`config.mk`:
```
export PLATFORM = sky130hd
export DESIGN_NAME = vga_hvsync_generator
export DESIGN_NICKNAME = d
export VERILOG_FILES = /design/src/rtl/vga_hvsync_generator.sv
export SDC_FILE = /design/constraint.sdc
export NUM_CORES = 1
export LEC_CHECK = 0
export ABC_CLOCK_PERIOD_IN_PS = 3300
export CAP_MARGIN = 10
export CORE_ASPECT_RATIO = 1.2
export CORE_UTILIZATION = 25
export CTS_BUF_LIST = sky130_fd_sc_hd__clkbuf_2 sky130_fd_sc_hd__clkbuf_4 sky130_fd_sc_hd__clkbuf_8
export CTS_CLUSTER_DIAMETER = 120
export DETAILED_ROUTE_END_ITERATION = 16
export PLACE_DENSITY = 0.52
export SYNTH_ARGS = -nofsm -noshare
export SYNTH_HDL_FRONTEND = slang
export SYNTH_SLANG_ARGS = --single-unit
```
`constraint.sdc`:
```
create_clock -name clk -period 3.3 [get_ports clk]
set_input_delay 0.99 -clock clk [delete_from_list [all_inputs] [get_ports clk]]
set_output_delay 0.99 -clock clk [all_outputs]
set_load 0.02 [all_outputs]
```
`src/rtl/vga_hvsync_generator.sv`:
```
// VGA raster timing generator (default 640x480 @ ~60 Hz).
// Free-running pixel/line counters with registered hsync/vsync and a
// combinational display-active flag.
// Optional feature macro: HVSYNC_NEG_POLARITY_EN -- when defined, hsync and
// vsync are active-low (idle/reset level 1); otherwise active-high (idle 0).
module vga_hvsync_generator #(
  parameter int H_DISPLAY = 640,
  parameter int H_FRONT   = 16,
  parameter int H_SYNC    = 96,
  parameter int H_BACK    = 48,
  parameter int V_DISPLAY = 480,
  parameter int V_BOTTOM  = 10,
  parameter int V_SYNC    = 2,
  parameter int V_TOP     = 33
) (
  input  logic       clk,
  input  logic       reset,
  output logic       hsync,
  output logic       vsync,
  output logic       display_on,
  output logic [9:0] hpos,
  output logic [9:0] vpos
);

  // Timing landmarks, pre-sized to the counter width so compares are exact.
  localparam logic [9:0] H_DISPLAY_V    = 10'(H_DISPLAY);
  localparam logic [9:0] H_MAX_V        = 10'(H_DISPLAY + H_FRONT + H_SYNC + H_BACK - 1);
  localparam logic [9:0] H_SYNC_START_V = 10'(H_DISPLAY + H_FRONT);
  localparam logic [9:0] H_SYNC_END_V   = 10'(H_DISPLAY + H_FRONT + H_SYNC - 1);
  localparam logic [9:0] V_DISPLAY_V    = 10'(V_DISPLAY);
  localparam logic [9:0] V_MAX_V        = 10'(V_DISPLAY + V_BOTTOM + V_SYNC + V_TOP - 1);
  localparam logic [9:0] V_SYNC_START_V = 10'(V_DISPLAY + V_BOTTOM);
  localparam logic [9:0] V_SYNC_END_V   = 10'(V_DISPLAY + V_BOTTOM + V_SYNC - 1);

  // Level driven onto a sync output while its pulse is active.
`ifdef HVSYNC_NEG_POLARITY_EN
  localparam logic SYNC_ACTIVE = 1'b0;
`else
  localparam logic SYNC_ACTIVE = 1'b1;
`endif
  localparam logic SYNC_IDLE = ~SYNC_ACTIVE;

  logic [9:0] hpos_r;
  logic [9:0] vpos_r;
  logic       hsync_r;
  logic       vsync_r;
  logic       h_end_s;
  logic       v_end_s;
  logic       h_zone_s;
  logic       v_zone_s;

  // Inclusive window test shared by both sync decoders.
  function automatic logic in_window(input logic [9:0] pos,
                                     input logic [9:0] lo,
                                     input logic [9:0] hi);
    return (pos >= lo) && (pos <= hi);
  endfunction

  assign h_end_s  = (hpos_r == H_MAX_V);
  assign v_end_s  = (vpos_r == V_MAX_V);
  assign h_zone_s = in_window(hpos_r, H_SYNC_START_V, H_SYNC_END_V);
  assign v_zone_s = in_window(vpos_r, V_SYNC_START_V, V_SYNC_END_V);

  // Pixel counter: advances every clock, wraps at the end of the line.
  always_ff @(posedge clk) begin
    if (reset) begin
      hpos_r <= 10'd0;
    end else if (h_end_s) begin
      hpos_r <= 10'd0;
    end else begin
      hpos_r <= hpos_r + 10'd1;
    end
  end

  // Line counter: advances on the last pixel of each line, wraps at frame end.
  always_ff @(posedge clk) begin
    if (reset) begin
      vpos_r <= 10'd0;
    end else if (h_end_s) begin
      if (v_end_s) begin
        vpos_r <= 10'd0;
      end else begin
        vpos_r <= vpos_r + 10'd1;
      end
    end else begin
      vpos_r <= vpos_r;
    end
  end

  // Sync registers sample the pre-increment position, giving a one-clock lag.
  always_ff @(posedge clk) begin
    if (reset) begin
      hsync_r <= SYNC_IDLE;
      vsync_r <= SYNC_IDLE;
    end else begin
      hsync_r <= h_zone_s ? SYNC_ACTIVE : SYNC_IDLE;
      vsync_r <= v_zone_s ? SYNC_ACTIVE : SYNC_IDLE;
    end
  end

  assign hpos       = hpos_r;
  assign vpos       = vpos_r;
  assign hsync      = hsync_r;
  assign vsync      = vsync_r;
  // Visible-area flag has no lag relative to the counters.
  assign display_on = (hpos_r < H_DISPLAY_V) && (vpos_r < V_DISPLAY_V);

endmodule

```
==> qor.csv <==
stage,metric,value,unit
run_status,status,"complete, no violations",
sta,worst slew pin tran,0.676,ns
drt,Via-to-Cell Ratio,4.69,
cts,Num CTS Buffers,3,
logic_synthesis,Synth Area per Inst,8.67,sq um
sta,post-route setup TNS,0,ns
cts,CTS tree,done,
logic_synthesis,"Seq/Total Area, Yosys",41.3,%
logic_synthesis,Netlist Area Pre-Place,0.00107,sq mm
placement,GPL Wtd Cong,0.777,
setup_path,CP Launch Type,flop,
sta,Final Hold Viols,0,
pwr,sequential power share,58.7,%
logic_synthesis,number of synthesized flops with an enable pin,0,
die,die area,0.00453,sq mm
die,Initial Util,26.6,%
setup_path,crit-path max FO,6,
logic_synthesis,Synth Area in Simple Gates,30.2,%
setup_path,"Data required, critical path",2.31,ns
setup_path,worst endpoint data arrival time,1.74,ns
cts,Post-CTS Setup Bufs,0,
logic_synthesis,xor and xnor fraction of the mapped netlist area,10.7,%
grt,vias in the first global route,849,
logic_synthesis,largest family of logic cells by synthesized area,simple AND/OR/NAND/NOR gates,
pwr,Logic pwr share,5.0,%
sta,setup ws final,0.572,ns
logic_synthesis,"FFs w/ async S/R, synth",0,%
die,chip width,61.6,um
cts,number of clock sinks,22,
grt,first-pass GRT wire length,4180,um
drt,routed wl met3,110,um
cts,Post-CTS Hold Buffers,0,
placement,Detail Placement HPWL,1850,um
logic_synthesis,register bit count reported by yosys,22,
grt,largest net degree at the start of global routing,12,
sta,Max-slew headroom,54.5,%
drt,Max Used Layer,met4,
logic_synthesis,Post-Synth Adder-Cell Area,5.87,%
logic_synthesis,Gate Count Post-Synth,123,
finish,Area growth syn-to-layout,31.0,%
die,I/O Pins,25,
drt,Initial DRC Count,18,
logic_synthesis,synthesis warning total,0,
logic_synthesis,ys flop type,dfxtp_1,
pwr,Internal,0.360,mW
grt,GRT Overall Usage,12.4,%
pwr,Net Sw Power,0.105,mW
die,Core Region,0.00400,sq mm
finish,layout cell share with drive strength beyond 1,4.11,%
sta,Tmin final,2.73,ns
drt,routed wire length,2510,um
placement,PortBufs,24,
logic_synthesis,mux contribution to synthesized area,1.88,%
grt,gr ovfl total,0,
drt,Wirelength per Cell,12.6,um
pwr,sw frac,22.5,%
sta,Slew Limit Fails,0,
drt,DR vias,937,
placement,Place WS,0.856,ns
drt,DRT antenna net count,0,
drt,drt pass-1 iters,4,
min_path,hold crit path type,reg -> reg,
drt,routed wl met2,1240,um
sta,Fmax,0.367,GHz
pwr,clock power share,36.3,%
cts,"CTS clk-pin slew, worst paths",0.08,ns
die,chip height,73.5,um
sta,RSZ-0062 raised after global routing,no,
pwr,worst vdd ir,0.000117,V
run,max_cap viols,0,
logic_synthesis,Unique masters post-synth,29,
pwr,Design Power,0.464,mW
finish,Fillers,460,
logic_synthesis,Post-Syn Nets,130,
pwr,pwr dens,333,mW/mm^2
cts,Root Buffer,clkbuf_8,
drt,wl on met1,1140,um
sta,final setup vio count,0,
cts,H-tree levels,1,
finish,Final nets,155,
cts,Max clock buf depth,2,
sta,hold slack,0.511,ns
finish,antenna diode count,0,
sta,crit share post-route,82.7,%
die,Site Rows,25,
setup_path,Crit. End Element,primary output,
grt,antenna violations before repair,0,
logic_synthesis,complex-gate fraction of the synthesized area,5.87,%
sta,clk_skew,0.00189,ns
drt,DRC Markers,0,
setup_path,crit path kind,reg -> out,
cts,Clock Latency Late Sink,0.26,ns
pwr,leakage,0.466,nW
cts,PostCTS Resize Cnt,0,
cell usage in the layout (no fill, tap or decap), drive strengths merged:
cell type / n
clkdlybuf4s50: 24
dfxtp: 22
nor2: 21
xnor2: 8
inv: 7
nand2: 5
nand3: 5
nand4: 5
a21oi: 5
nor4: 5
xor2: 5
ha: 5
o21ai: 4
and3: 3
or3: 3
nor3: 3
clkbuf: 3
or4b: 3
mux2i: 2
and3b: 1
nor4b: 1
a41o: 1
or2: 1
and4: 1
nor3b: 1
nor4bb: 1
o31ai: 1
per-layer routing:
layer | vias up | track usage (%)
met5 | - | 0
met1 | 443 | 16.2
li1 | 476 | -
met3 | 2 | 2.46
met2 | 16 | 20.0
met4 | 0 | 4.44
stage by stage:
stage | cells | util (%) | cell area [sq um]
2_1_floorplan | 123 | - | 1070
5_1_grt | 200 | 34.9 | 1400
4_1_cts | 200 | 34.9 | 1400
6_report | 200 | 34.9 | 1400
3_3_place_gp | 197 | 33.8 | 1360
3_5_place_dp | 197 | 33.8 | 1360
power groups by stage:
| stage | sequential [mW] | clock, mW | combinational, mW |
|---|---|---|---|
| detailed placement | 0.279 | 0 | 0.0236 |
| finish | 0.273 | 0.168 | 0.0233 |
| global route | 0.274 | 0.183 | 0.0254 |
| floorplan | 0.282 | 0 | 0.00919 |
| CTS | 0.273 | 0.173 | 0.0237 |
| global placement | 0.279 | 0 | 0.0229 |
registers in the layout (all words and copies together), names as in the netlist:
register  flops
vpos         10
hpos         10
vsync         1
hsync         1
kinds of logic after synthesis:
kind of cell,after synthesis
DFF,22
AOI/OAI and AO/OA,11
adders and majority gates,5
xor gates and xnor gates,13
buffers and inverters,11
muxes,2
and+or+nand+nor,59
cells in the mapped netlist, types with 2 or more instances:
| master | number | area [sq um] |
|---|---|---|
| ha_1 | 5 | 62.6 |
| nand3_1 | 5 | 25.0 |
| o21ai_0 | 4 | 20.0 |
| mux2i_1 | 2 | 20.0 |
| buf_2 | 3 | 15.0 |
| or3_1 | 3 | 18.8 |
| and3_1 | 3 | 18.8 |
| nor4_1 | 5 | 31.3 |
| xor2_1 | 5 | 43.8 |
| nand2_1 | 5 | 18.8 |
| xnor2_1 | 8 | 70.1 |
| a21oi_1 | 5 | 25.0 |
| dfxtp_1 | 22 | 440 |
| nand4_1 | 5 | 31.3 |
| inv_1 | 7 | 26.3 |
| nor3_1 | 3 | 15.0 |
| nor2_1 | 21 | 78.8 |
layout make-up:
class | count | area (sq um) | share of cell area, %
tap | 54 | 67.6 | 4.84
timing repair buffer | 24 | 240 | 17.2
clock buffer | 3 | 41.3 | 2.96
sequential | 22 | 440 | 31.5
inverter | 7 | 26.3 | 1.88
multi-input combinational | 90 | 581 | 41.6
worst max-delay path, cell delays in order, from the launching register on:
cell	delay, ns
dfxtp_1	0.43
and3_1	0.23
nand2_1	0.10
and3b_1	0.18
clkdlybuf4s50_1	0.53
path summary, 6_finish.rpt:
kind / start / end / slack [ns] / cells after the start
max: vpos[5] / display_on / 0.57 / 4
max reg2reg: hpos[4] / vpos[5] / 1.03 / 4
min reg2reg: hpos[0] / hpos[0] / 0.51 / 1
min: hpos[0] / hpos[0] / 0.51 / 1
Note: power is estimated with default switching activity, not from simulation.
